[src/rtl/div_if.sv]
// div_if: execute-stage handshake and operand/result bundle for the iterative divider
interface div_if #(parameter int XLEN = 32);
  logic            start;
  logic [2:0]      func3;
  logic [XLEN-1:0] dividend;
  logic [XLEN-1:0] divisor;
  logic            flush;
  logic            busy;
  logic            done;
  logic [XLEN-1:0] result;
  modport master(output start, func3, dividend, divisor, flush, input busy, done, result);
  modport slave(input start, func3, dividend, divisor, flush, output busy, done, result);
endinterface

[src/rtl/div_unit.sv]
// div_unit: radix-2 restoring RV32M DIV/DIVU/REM/REMU; DIV_EARLY_OUT_EN skips iteration for divide-by-zero and signed overflow
module div_unit #(parameter int XLEN = 32) (
  input logic clk,
  input logic rst,
  div_if.slave d
);
  localparam int CW = $clog2(XLEN);
  localparam logic [1:0] IDLE = 2'd0, CALC = 2'd1, FIX = 2'd2, DONE = 2'd3;
  logic [1:0]      state;
  logic [CW-1:0]   cnt;
  logic [XLEN-1:0] rem_r, quo_r, dvs_r, res_r;
  logic            is_rem, q_neg, r_neg;
  logic            sgn, a_neg, b_neg;
  logic [XLEN-1:0] a_abs, b_abs, fixed;
  logic [XLEN:0]   shifted, diff;
  assign sgn     = ~d.func3[0];
  assign a_neg   = sgn & d.dividend[XLEN-1];
  assign b_neg   = sgn & d.divisor[XLEN-1];
  assign a_abs   = a_neg ? -d.dividend : d.dividend;
  assign b_abs   = b_neg ? -d.divisor : d.divisor;
  // quotient bits enter at the LSB of quo_r while dividend bits leave its MSB
  assign shifted = {rem_r, quo_r[XLEN-1]};
  assign diff    = shifted - {1'b0, dvs_r};
  assign fixed   = is_rem ? (r_neg ? -rem_r : rem_r) : (q_neg ? -quo_r : quo_r);
  assign d.busy   = (state == CALC) || (state == FIX);
  assign d.done   = state == DONE;
  assign d.result = res_r;
`ifdef DIV_EARLY_OUT_EN
  logic            div0, ovf, early;
  logic [XLEN-1:0] special;
  assign div0    = d.divisor == '0;
  assign ovf     = sgn && d.dividend == {1'b1, {(XLEN-1){1'b0}}} && (&d.divisor);
  assign early   = div0 | ovf;
  assign special = div0 ? (d.func3[1] ? d.dividend : '1) : (d.func3[1] ? '0 : d.dividend);
`endif
  // control FSM and restoring datapath; a zero divisor leaves the quotient sign uncorrected so it stays all ones
  always_ff @(posedge clk or posedge rst) begin
    if (rst) begin
      state  <= IDLE;
      cnt    <= '0;
      rem_r  <= '0;
      quo_r  <= '0;
      dvs_r  <= '0;
      res_r  <= '0;
      is_rem <= 1'b0;
      q_neg  <= 1'b0;
      r_neg  <= 1'b0;
    end else if (d.flush) begin
      state <= IDLE;
    end else if (state == IDLE) begin
      if (d.start) begin
        is_rem <= d.func3[1];
        q_neg  <= (a_neg ^ b_neg) & (d.divisor != '0);
        r_neg  <= a_neg;
        quo_r  <= a_abs;
        dvs_r  <= b_abs;
        rem_r  <= '0;
        cnt    <= '0;
        state  <= CALC;
`ifdef DIV_EARLY_OUT_EN
        if (early) begin
          res_r <= special;
          state <= DONE;
        end
`endif
      end
    end else if (state == CALC) begin
      rem_r <= diff[XLEN] ? shifted[XLEN-1:0] : diff[XLEN-1:0];
      quo_r <= {quo_r[XLEN-2:0], ~diff[XLEN]};
      cnt   <= cnt + 1'b1;
      if (cnt == CW'(XLEN-1)) state <= FIX;
    end else if (state == FIX) begin
      res_r <= fixed;
      state <= DONE;
    end else begin
      state <= IDLE;
    end
  end
endmodule

[src/flat_wrapper.sv]
// flat-port wrapper written by rule: the top's interface ports become plain ports
module div_unit_flat 
#(parameter int XLEN = 32)
  (clk, rst, d_start, d_func3, d_dividend, d_divisor, d_flush, d_busy, d_done, d_result);
  div_if #(.XLEN(XLEN)) d_i ();
  input logic clk;
  input logic rst;
  input wire logic [$bits(d_i.start)-1:0] d_start;
  input wire logic [$bits(d_i.func3)-1:0] d_func3;
  input wire logic [$bits(d_i.dividend)-1:0] d_dividend;
  input wire logic [$bits(d_i.divisor)-1:0] d_divisor;
  input wire logic [$bits(d_i.flush)-1:0] d_flush;
  output wire logic [$bits(d_i.busy)-1:0] d_busy;
  output wire logic [$bits(d_i.done)-1:0] d_done;
  output wire logic [$bits(d_i.result)-1:0] d_result;
  assign d_i.start = d_start;
  assign d_i.func3 = d_func3;
  assign d_i.dividend = d_dividend;
  assign d_i.divisor = d_divisor;
  assign d_i.flush = d_flush;
  assign d_busy = d_i.busy;
  assign d_done = d_i.done;
  assign d_result = d_i.result;
  div_unit #(.XLEN(XLEN)) u_core (.clk(clk), .rst(rst), .d(d_i));
endmodule
[config.mk]
export PLATFORM = sky130hd
export DESIGN_NAME = div_unit_flat
export DESIGN_NICKNAME = d
export VERILOG_FILES = /design/src/rtl/div_if.sv /design/src/rtl/div_unit.sv /design/src/flat_wrapper.sv
export SDC_FILE = /design/constraint.sdc
export NUM_CORES = 1
export LEC_CHECK = 0
export ABC_AREA = 1
export CORE_MARGIN = 8
export CORE_UTILIZATION = 30
export CTS_CLUSTER_DIAMETER = 100
export CTS_CLUSTER_SIZE = 12
export DETAILED_ROUTE_END_ITERATION = 12
export SETUP_SLACK_MARGIN = 0.5
export SLEW_MARGIN = 10
export SYNTH_ARGS = -nofsm -noshare
export SYNTH_HDL_FRONTEND = slang
export SYNTH_SLANG_ARGS = --single-unit
[constraint.sdc]
create_clock -name clk -period 5.5 [get_ports clk]
set_input_delay 0.825 -clock clk [delete_from_list [all_inputs] [get_ports clk]]
set_output_delay 0.825 -clock clk [all_outputs]
set_load 0.01 [all_outputs]
After elaboration in Yosys (flattened, before gate mapping). Index checks and enable logic that the tools add are counted.

Output and inout bits: 34. Bits in registers: 138. Logic and storage cells: 60.

Add/sub/neg operators: 6. Eq/ne operators: 7. Bitwise operators: 9. Reduce and logical (&&, ||, !) cells: 8. Mux-type cells: 21.

Operators with widths (count): $mux 32 (12); $neg 32->32 (4); $sub 33x32->33 (1); $reduce_bool 32->1 (1); $mux 5 (3); $mux 2 (6); $reduce_and 3->1 (2); $add 5x1->5 const B (1); $eq 5x5->1 const B (1); $not 1->1 (5); $eq 2x2->1 const B (2); $ne 4x4->1 const B (1); $reduce_and 4->1 (1); $and 1x1->1 (3); $ne 3x3->1 const B (1); $eq 2x1->1 const B (1); $logic_not 2->1 (1); $ne 2x2->1 const B (1); $reduce_and 2->1 (1); $reduce_bool 2->1 (1); $logic_or 1x1->1 (1); $xor 1x1->1 (1).

Longest topological paths before layout.
Depth after elaboration: 5. Depth in mapped cells: 18. Gate-level depth less buffers: 17.

Least setup slack after synthesis. No wires, ideal clock.

Path type: register -> register. Start: register u_core.quo_r[31]. End: register u_core.rem_r[0]. Arrival time: 2.076 ns. Period minus slack after synthesis: 2.193 ns. Setup slack: 3.307 ns. Required time: 5.383 ns. Stages on the path, launching flop included: 19. Library setup time: 0.117 ns. Cells stage by stage: dfrtp_1 inv_1 ha_1 fa_1 inv_1 nand2_1 nand2_1 nand3_1 nand2_2 nand2_2 nand2_4 nand2_4 nand2_4 nand2_4 nand2_8 buf_12 nand2_2 nand3_1 nand2_1.

Cells in the longest elaborated chain, start to end: 4.

RTL lines: start, declared (RTL line div_unit.sv:11) `logic [XLEN-1:0] rem_r, quo_r, dvs_r, res_r;`; start signal, assigned (RTL line div_unit.sv:55) `quo_r <= a_abs;`; start signal, assigned (RTL line div_unit.sv:69) `quo_r <= {quo_r[XLEN-2:0], ~diff[XLEN]};`; $sub 33x32->33 (RTL line div_unit.sv:23) `assign diff = shifted - {1'b0, dvs_r};`; $mux 32 (*) (RTL line div_unit.sv:68) `rem_r <= diff[XLEN] ? shifted[XLEN-1:0] : diff[XLEN-1:0];`; $mux 32 (*) (RTL line div_unit.sv:67) `end else if (state == CALC) begin`; $mux 32 (*) (RTL line div_unit.sv:50) `end else if (state == IDLE) begin`; end signal, assigned (RTL line div_unit.sv:68); end, declared (RTL line div_unit.sv:11).

Every way passes the cells marked *; elsewhere a longest branch is shown, timed or not. The select of a mux whose other input is x is not followed. A chain may end at the register's enable or synchronous reset.

Final worst setup path.
Start: register u_core.state[0]. End: register u_core.res_r[13] (netlist: u_core.d.result[13]).

Cells in the longest elaborated chain, start to end: 3.

RTL lines: start, declared (RTL line div_unit.sv:9) `logic [1:0] state;`; start signal, assigned (RTL line div_unit.sv:39) `state <= IDLE;`; start signal, assigned (RTL line div_unit.sv:49) `state <= IDLE;`; start signal, assigned (RTL line div_unit.sv:59) `state <= CALC;`; $eq 2x1->1 / $logic_not 2->1 (equally long branches) (RTL line div_unit.sv:67, div_unit.sv:50); $not 1->1 (no source line); $reduce_and 4->1 (no source line) (*); end signal, assigned (RTL line div_unit.sv:73) `res_r <= fixed;`; end, declared (RTL line div_unit.sv:11).

Every way passes the cells marked *; elsewhere a longest branch is shown, timed or not.

==> metrics.md <==
| Metric | Value |
|---|---|
| Setup repair bufs after CTS | `0` |
| H-Tree Depth | `4` |
| Die span in x | `220.6 microns` |
| Leak pwr | `0.007589 uW` |
| Data arrival at the endpoint of the critical path | `3.55 ns` |
| Crit path max fanout | `51` |
| TritonCTS clock tree | `yes` |
| Gate count after technology mapping | `2099` |
| Number of hold-repair buffers added at the cts stage | `0` |
| Overall Global Routing Usage | `0.1750` |
| Initial detailed-routing violation count | `1177` |
| Post-detail-place hpwl | `33900 microns` |
| Unique cell type count in the Yosys netlist | `50` |
| Largest net degree at the start of global routing | `95` |
| Clock transition at the register clock pins on the worst setup and hold paths after CTS | `0.07 ns` |
| Critical Setup Path Class | `reg -> reg` |
| Fmax | `0.3080 GHz` |
| Worst Reg-to-Reg Cells | `10` |
| Maximum clock insertion buffer count | `2` |
| Net switching component of the power | `2951 uW` |
| Antenna violations before repair | `1` |
| Min-Delay Startpoint | `u_core.dvs_r[9]` |
| Hold WS | `0.4856 ns` |
| DR vias | `13.62k` |
| Port buffer count | `103` |
| Placed cells | `2689` |
| Power per cell area | `418.4 nW/um^2` |
| DR vias/cell | `5.007` |
| Primary FF master, synth | `sky130_fd_sc_hd__dfrtp_1` |
| Number of nets with antenna violations after routing | `0` |
| Post-synthesis cell area | `12560 sq um` |
| Sequential power share | `0.282` |
| RSZ-0062 raised after global routing | `false` |
| Min-Delay Path Class | `reg -> reg` |
| Layout cells sized above 1 | `0.04583` |
| Total Die Area | `48660 sq um` |
| Number of top-level pins | `105` |
| Part of the total power dissipated in combinational logic | `0.519` |
| Portion of the post-synthesis area used by sequential elements | `0.2750` |
| Worst voltage drop across the vdd grid | `0.2108 mV` |
| Antenna Diode Count | `0` |
| First-pass GRT wire length | `68190 microns` |
| Tot Pwr | `6152 uW` |
| Mean instance size in the synthesized netlist | `5.982 sq um` |
| Layout Cells excl Fill | `2721` |
| EDFF count, synth | `0` |
| Initial DRT Pass Iterations | `5` |
| Final Max Tran Viols | `0` |
| Clock Latency Late Sink | `0.43 ns` |
| WP data required | `5.81 ns` |
| Share of total power in the clock network | `0.199` |
| Slack of the worst reg-to-reg path | `2.25 ns` |
| Number of buffers created by CTS | `17` |
| Number of warnings issued by yosys | `0` |
| Hold-critical path depth | `2` |
| Hold endpoint | `u_core.dvs_r[9]` |
| Number of placement rows | `75` |
| Sink count of the clock tree | `138` |
| Max_slew headroom | `0.2425` |
| Post-synth ARST share | `1.000` |
| Share of the clock period used by the worst path after layout | `0.5903` |
| Setup tns final | `0 ns` |
| Critical Path Start Type | `flip-flop` |
| Number of maximum-capacitance violations | `0` |
| DR WL/cell | `15.57 microns` |
| Starting utilization of the core area | `0.3014` |
| Final weighted congestion of routability-driven global placement | `0.9544` |
| Minimum clock period after layout | `3.247 ns` |
| Final-stage net count | `2284` |
| Die Height | `220.6 microns` |
| Hold violation count in the final report | `0` |
| Detailed-route DRC error count | `0` |
| End of the worst register-to-register path | `u_core.d.result[13]` |
| Total gr overflow | `0` |
| R2R Path Start | `u_core.state[0]` |
| Clk Tree Root Cell | `sky130_fd_sc_hd__clkbuf_16` |
| Vias in the first global route | `12.82k` |
| CTS-repair resized insts | `0` |
| Worst Skew | `0.01442 ns` |
| Layout-stage area growth over the synthesis result | `17.09%` |
| Final setup violation count | `0` |
| Area of the placeable core | `41670 sq um` |
| Post-Synthesis Net Count | `2214` |
| Synth Register Bits | `138` |
| Total wire length after detailed routing | `42370 microns` |
| Sw Ratio | `0.4798` |
| Outcome | `finished clean` |
| Cell internal pwr | `3200 uW` |
| Crit end category | `flip-flop` |
| Pin slew with the least headroom to its limit | `1.135 ns` |
-- cell usage after synthesis, types with 6 or more instances --
library cell               instances  area share
sky130_fd_sc_hd__a31oi_1          20       0.010
sky130_fd_sc_hd__inv_2            15      0.0045
sky130_fd_sc_hd__nand2_2          15      0.0075
sky130_fd_sc_hd__a22oi_1           6      0.0036
sky130_fd_sc_hd__ha_1             43       0.043
sky130_fd_sc_hd__buf_1             8      0.0024
sky130_fd_sc_hd__o21ai_0         138       0.055
sky130_fd_sc_hd__o21ai_1           8      0.0032
sky130_fd_sc_hd__o21bai_1          8      0.0048
sky130_fd_sc_hd__nor2_1          209       0.062
sky130_fd_sc_hd__nand3_1         238       0.095
sky130_fd_sc_hd__nand4_1          25       0.012
sky130_fd_sc_hd__nand3b_1         17       0.010
sky130_fd_sc_hd__nor3_1           21      0.0084
sky130_fd_sc_hd__nand2_1         661        0.20
sky130_fd_sc_hd__xnor2_1          10      0.0070
sky130_fd_sc_hd__o211ai_1         11      0.0066
sky130_fd_sc_hd__clkbuf_1         36       0.011
sky130_fd_sc_hd__dfrtp_1         138        0.28
sky130_fd_sc_hd__buf_2            15      0.0060
sky130_fd_sc_hd__xor2_1           19       0.013
sky130_fd_sc_hd__a21oi_1          95       0.038
sky130_fd_sc_hd__inv_1           296       0.088
-- through the flow --
stage / worst slack (ns) / area (sq um) / utilization
after global routing: 1.873 / 14700 / 0.3529
final: 2.253 / 14700 / 0.3529
after CTS: 2.209 / 14700 / 0.3529
after floorplan: 0.9788 / 12560 / -
after global placement: 2.213 / 14090 / 0.3381
after detailed placement: 2.181 / 14090 / 0.3381
-- final cells by class --
type / count / area, sq um
fill: 4643 / 26960
multi-input combinational: 1586 / 7671
clock inverter: 14 / 173.9
timing repair buffer: 114 / 1114
tap: 539 / 674.4
inverter: 312 / 1176
sequential: 138 / 3453
clock buffer: 18 / 439.2
-- worst max path at each step --
stage | startpoint | endpoint | depth (start not counted)
global placement | d_func3[0] | u_core.quo_r[15] | 7
CTS | u_core.state[0] | u_core.d.result[13] | 10
floorplan | rst | u_core.cnt[0] | 1
finish | u_core.state[0] | u_core.d.result[13] | 10
detailed placement | d_func3[0] | u_core.quo_r[5] | 7
global route | u_core.state[0] | u_core.cnt[3] | 10
-- registers in the layout, summed over array words and instances, names as in the netlist, 2 cells and up --
name	count
u_core.dvs_r	32
u_core.state	2
u_core.rem_r	32
u_core.d.result	32
u_core.cnt	5
u_core.quo_r	32
-- power groups by stage --
stage / clock network, uW / registers, uW / logic, uW
5_1_grt: 1290 / 1790 / 3620
6_report: 1230 / 1740 / 3190
2_1_floorplan: 0 / 1650 / 2170
4_1_cts: 1250 / 1740 / 3200
3_5_place_dp: 0 / 1750 / 3180
3_3_place_gp: 0 / 1750 / 3140
-- layer usage --
metal  wire (microns)  GRT usage  vias to the layer above  part of all wire
li1                 -          -                     6878                 -
met1            20280     0.2444                     6311              0.48
met2            19250     0.2847                      394              0.45
met3             2101    0.02037                       40             0.050
met4              737    0.04380                        0             0.017
met5                0          0                        -                 0
-- cells by family after synthesis --
group           Yosys count  synth area share
fa+ha+maj                44           0.04444
flops                   138            0.2750
simple gates           1209            0.4101
compound gates          304            0.1341
xor+xnor                 29           0.02023
buf+inv                 375            0.1161
-- worst max-delay path, stage by stage (launching register included) --
cell,delay [ns]
sky130_fd_sc_hd__dfrtp_1,0.41
sky130_fd_sc_hd__inv_1,0.09
sky130_fd_sc_hd__ha_1,0.20
sky130_fd_sc_hd__buf_4,0.24
sky130_fd_sc_hd__inv_2,0.57
sky130_fd_sc_hd__nand2_1,0.24
sky130_fd_sc_hd__nor3_2,0.17
sky130_fd_sc_hd__buf_4,0.45
sky130_fd_sc_hd__inv_1,0.41
sky130_fd_sc_hd__a21oi_1,0.22
sky130_fd_sc_hd__a21oi_1,0.08
-- placed cells by master, fill, tap and decap left out, types with 20 or more instances in the layout --
cell	n
sky130_fd_sc_hd__a21oi_1	95
sky130_fd_sc_hd__nand4_1	25
sky130_fd_sc_hd__inv_1	295
sky130_fd_sc_hd__o21ai_0	138
sky130_fd_sc_hd__a31oi_1	20
sky130_fd_sc_hd__nand3_1	238
sky130_fd_sc_hd__nand2_1	661
sky130_fd_sc_hd__dfrtp_1	138
sky130_fd_sc_hd__nor2_1	206
sky130_fd_sc_hd__clkdlybuf4s50_1	103
sky130_fd_sc_hd__ha_1	43
(Power assumes the default switching activity.)
==> edit 1 (config.mk and constraints unchanged) <==
The option `DIV_EARLY_OUT_EN` is turned on by a define.
--- a/src/rtl/div_unit.sv
+++ b/src/rtl/div_unit.sv
@@ -1,2 +1,4 @@
 // div_unit: radix-2 restoring RV32M DIV/DIVU/REM/REMU; DIV_EARLY_OUT_EN skips iteration for divide-by-zero and signed overflow
+`define DIV_EARLY_OUT_EN
+
 module div_unit #(parameter int XLEN = 32) (
Check against the original RTL: not equivalent (Yosys sat finds a counterexample within 4 cycles, from zero or initial values and one cycle with rst high).
==> edit 1 against the unedited design <==
  * Combinational power up 13%
  * Routed wire length up 14%
  * Utilization about the same
  * Sequential cell count unchanged
  * Final area up 6.5%
  * Count of clock-buffer cells in the layout up 1
  * Worst setup slack worse by 440 ps
  * Non-clock buffer count unchanged
  * Die area up 7.1%
  * Synthesized cell count up 11%
  * Area after synthesis up 7.6%
  * Maximum frequency down 12%
  * Power up 6.3%
  * Highest routed layer unchanged
==> edit 1: results (changes against the unedited design) <==
outcome=completed (unchanged); Final Wtd Congestion=0.9218 (was 0.9544); fill count=4939 (was 4643); crit-path leading delay family=simple AND/OR/NAND/NOR gates (was buffers and inverters); Final Skew=20.24 ps (was 14.42 ps); Detailed Route WL=48230 microns (was 42370 microns); internal power=3.283 mW (was 3.200 mW); # placed instances=2949 (was 2689); global-route wire length before repair=76450 microns (was 68190 microns); Mean Syn Cell Area=5.816 sq um (was 5.982 sq um); Detail Placement HPWL=37660 microns (was 33900 microns); Worst-Margin Slew=1064 ps (was 1135 ps); vias in the first global route=13894 (was 12823); via count=14893 (was 13623); pre-CTS setup slack=1366 ps (was 2181 ps); dpl cell area=0.01504 sq mm (was 0.01409 sq mm); reg2reg start=u_core.quo_r[31]$_DFFE_PP0P_ (was u_core.state[0]$_DFFE_PP0P_); M2 GR Usage=29.72% (was 28.47%); R2R cell count=16 (was 10); sw frac=49.81% (was 47.98%); HP Start=u_core.d.result[14]$_DFFE_PP0P_ (was u_core.dvs_r[9]$_DFFE_PP0P_); final-stage net count=2492 (was 2284); Seq/Total Area, Yosys=25.56% (was 27.50%); Setup crit end=u_core.d.result[31]$_DFFE_PP0P_ (was u_core.d.result[13]$_DFFE_PP0P_); synth unique cells=47 (was 50)
==> edit 1: changes by cell type in the layout (fill, tap and decap cells not counted), sizes merged, moves of 4 or more <==
cell,delta
a21oi,+7
a22oi,-4
a31oi,-17
clkinvlp,+4
inv,-18
nand2,+139
nand3,+12
nand3b,-7
nand4,+15
nor2,+17
nor3,-7
o21ai,+37
xnor2,+10
xor2,+10
==> edit 1: area by class of cell <==
type / instances / area, sq um / area share (%)
inverters: 301 / 1135 / 7.248
repair buffers: 114 / 1114 / 7.113
multi-input cells: 1804 / 8594 / 54.89
well taps: 592 / 740.7 / 4.731
clock buffers: 19 / 452.9 / 2.893
clock inverters: 13 / 166.4 / 1.063
flip-flops and latches: 138 / 3453 / 22.06
==> edit 1: tightest hold or removal path: stages, from the launching register on <==
cell     delay [ps]
dfrtp_1         340
nand2_1          50
nand2_1          50
==> edit 2 (same settings) <==
Without the edit above. Make the reset (`rst`) synchronous in one clocked block.
--- a/src/rtl/div_unit.sv
+++ b/src/rtl/div_unit.sv
@@ -36,3 +36,3 @@
   // control FSM and restoring datapath; a zero divisor leaves the quotient sign uncorrected so it stays all ones
-  always_ff @(posedge clk or posedge rst) begin
+  always_ff @(posedge clk) begin
     if (rst) begin
Behaviour: differs if rst is asserted again (counterexample within 4 cycles, from zero or initial values and one cycle with rst high); with rst held inactive, the same outputs for 10 cycles.
==> edit 2 against the unedited design <==
  * Routed wire length increased by 3.2%
  * First-iteration DRC count is 12% lower
  * Sequential cell count unchanged
  * Worst setup slack got worse by 500 ps
  * Final area decreased by 1.8%
  * Via count barely moved
  * Area after synthesis fell by 1.4%
  * Critical path type unchanged
Power is not compared: it rests on default switching activity, and its combinational part moved more than twofold at a synthesized area within 25%.
==> edit 2: results (changes against the unedited design) <==
outcome=completed (unchanged); Hold Path End=u_core.dvs_r[21]$_SDFFE_PP0P_ (was u_core.dvs_r[9]$_DFFE_PP0P_); nonclk buf count=112 (was 114); worst reg2reg endpoint=u_core.rem_r[20]$_SDFFE_PP0P_ (was u_core.d.result[13]$_DFFE_PP0P_); asr flop ratio synth=0% (was 100.0%); Final Skew=17.85 ps (was 14.42 ps); R2R cell count=9 (was 10); hold slack=463.0 ps (was 485.6 ps); reg2reg start=u_core.state[0]$_SDFFE_PP0P_ (was u_core.state[0]$_DFFE_PP0P_); global-route wire length before repair=69420 microns (was 68190 microns); M2 GR Usage=28.65% (was 28.47%); fill count=4560 (was 4643); multi-input logic cell count=1598 (was 1586); core area=0.04074 sq mm (was 0.04167 sq mm); Crit path arrival time=4100 ps (was 3550 ps); Detail Placement HPWL=35120 microns (was 33900 microns); clk cell area share=4.238% (was 4.170%); pre-CTS setup slack=1773 ps (was 2181 ps); slowest stage delay, CP=740 ps (was 570 ps); Slew HR=29.58% (was 24.25%); Via density=4.984 (was 5.007); final-stage net count=2306 (was 2284); dpl cell area=0.01383 sq mm (was 0.01409 sq mm); fraction of layout cells with a size suffix above 1=7.671% (was 4.583%); Seq area share=19.14% (was 23.49%); Crit-path slowest cell=ha_1 (was inv_2); Post-Syn Nets=2242 (was 2214); post-route met1 wirelength=20610 microns (was 20280 microns); worst-path fanout max=55 (was 51); vias in the first global route=12716 (was 12823); main area contributors after synthesis=dfxtp_1 22%, nand2_1 18%, inv_1 9.3% (was dfrtp_1 28%, nand2_1 20%, nand3_1 9.5%); Non-clk invs=324 (was 312); Post-synth top cells=589 x nand2_1, 308 x inv_1, 219 x nor2_1 (was 661 x nand2_1, 296 x inv_1, 238 x nand3_1)
-- edit 2: cell count changes after synthesis, sizes merged, moves of 16 or more --
cell,change
o22ai,+21
o21ai,-17
nor2,+16
dfxtp,+138
a21oi,+57
nand2,-48
dfrtp,-138
-- edit 2: worst register-to-register path: stages, from the launching register on --
cell     delay, ps
dfxtp_1        340
inv_1          130
ha_1           740
inv_2          530
nand2_1        310
a21oi_2        180
inv_2          680
buf_4          470
nand2_1        130
a21oi_2        150
-- edit 2: logic make-up (layout without fill, tap and decap cells) --
| family | after synthesis | after routing | share of synthesized area, % |
|---|---|---|---|
| xor gates and xnor gates | 22 | 22 | 1.557 |
| DFF | 138 | 138 | 22.33 |
| AOI/OAI and AO/OA | 357 | 357 | 16.41 |
| buffers and inverters | 391 | 467 | 12.47 |
| adders and majority gates | 44 | 44 | 4.510 |
| and+or+nand+nor | 1175 | 1175 | 42.73 |
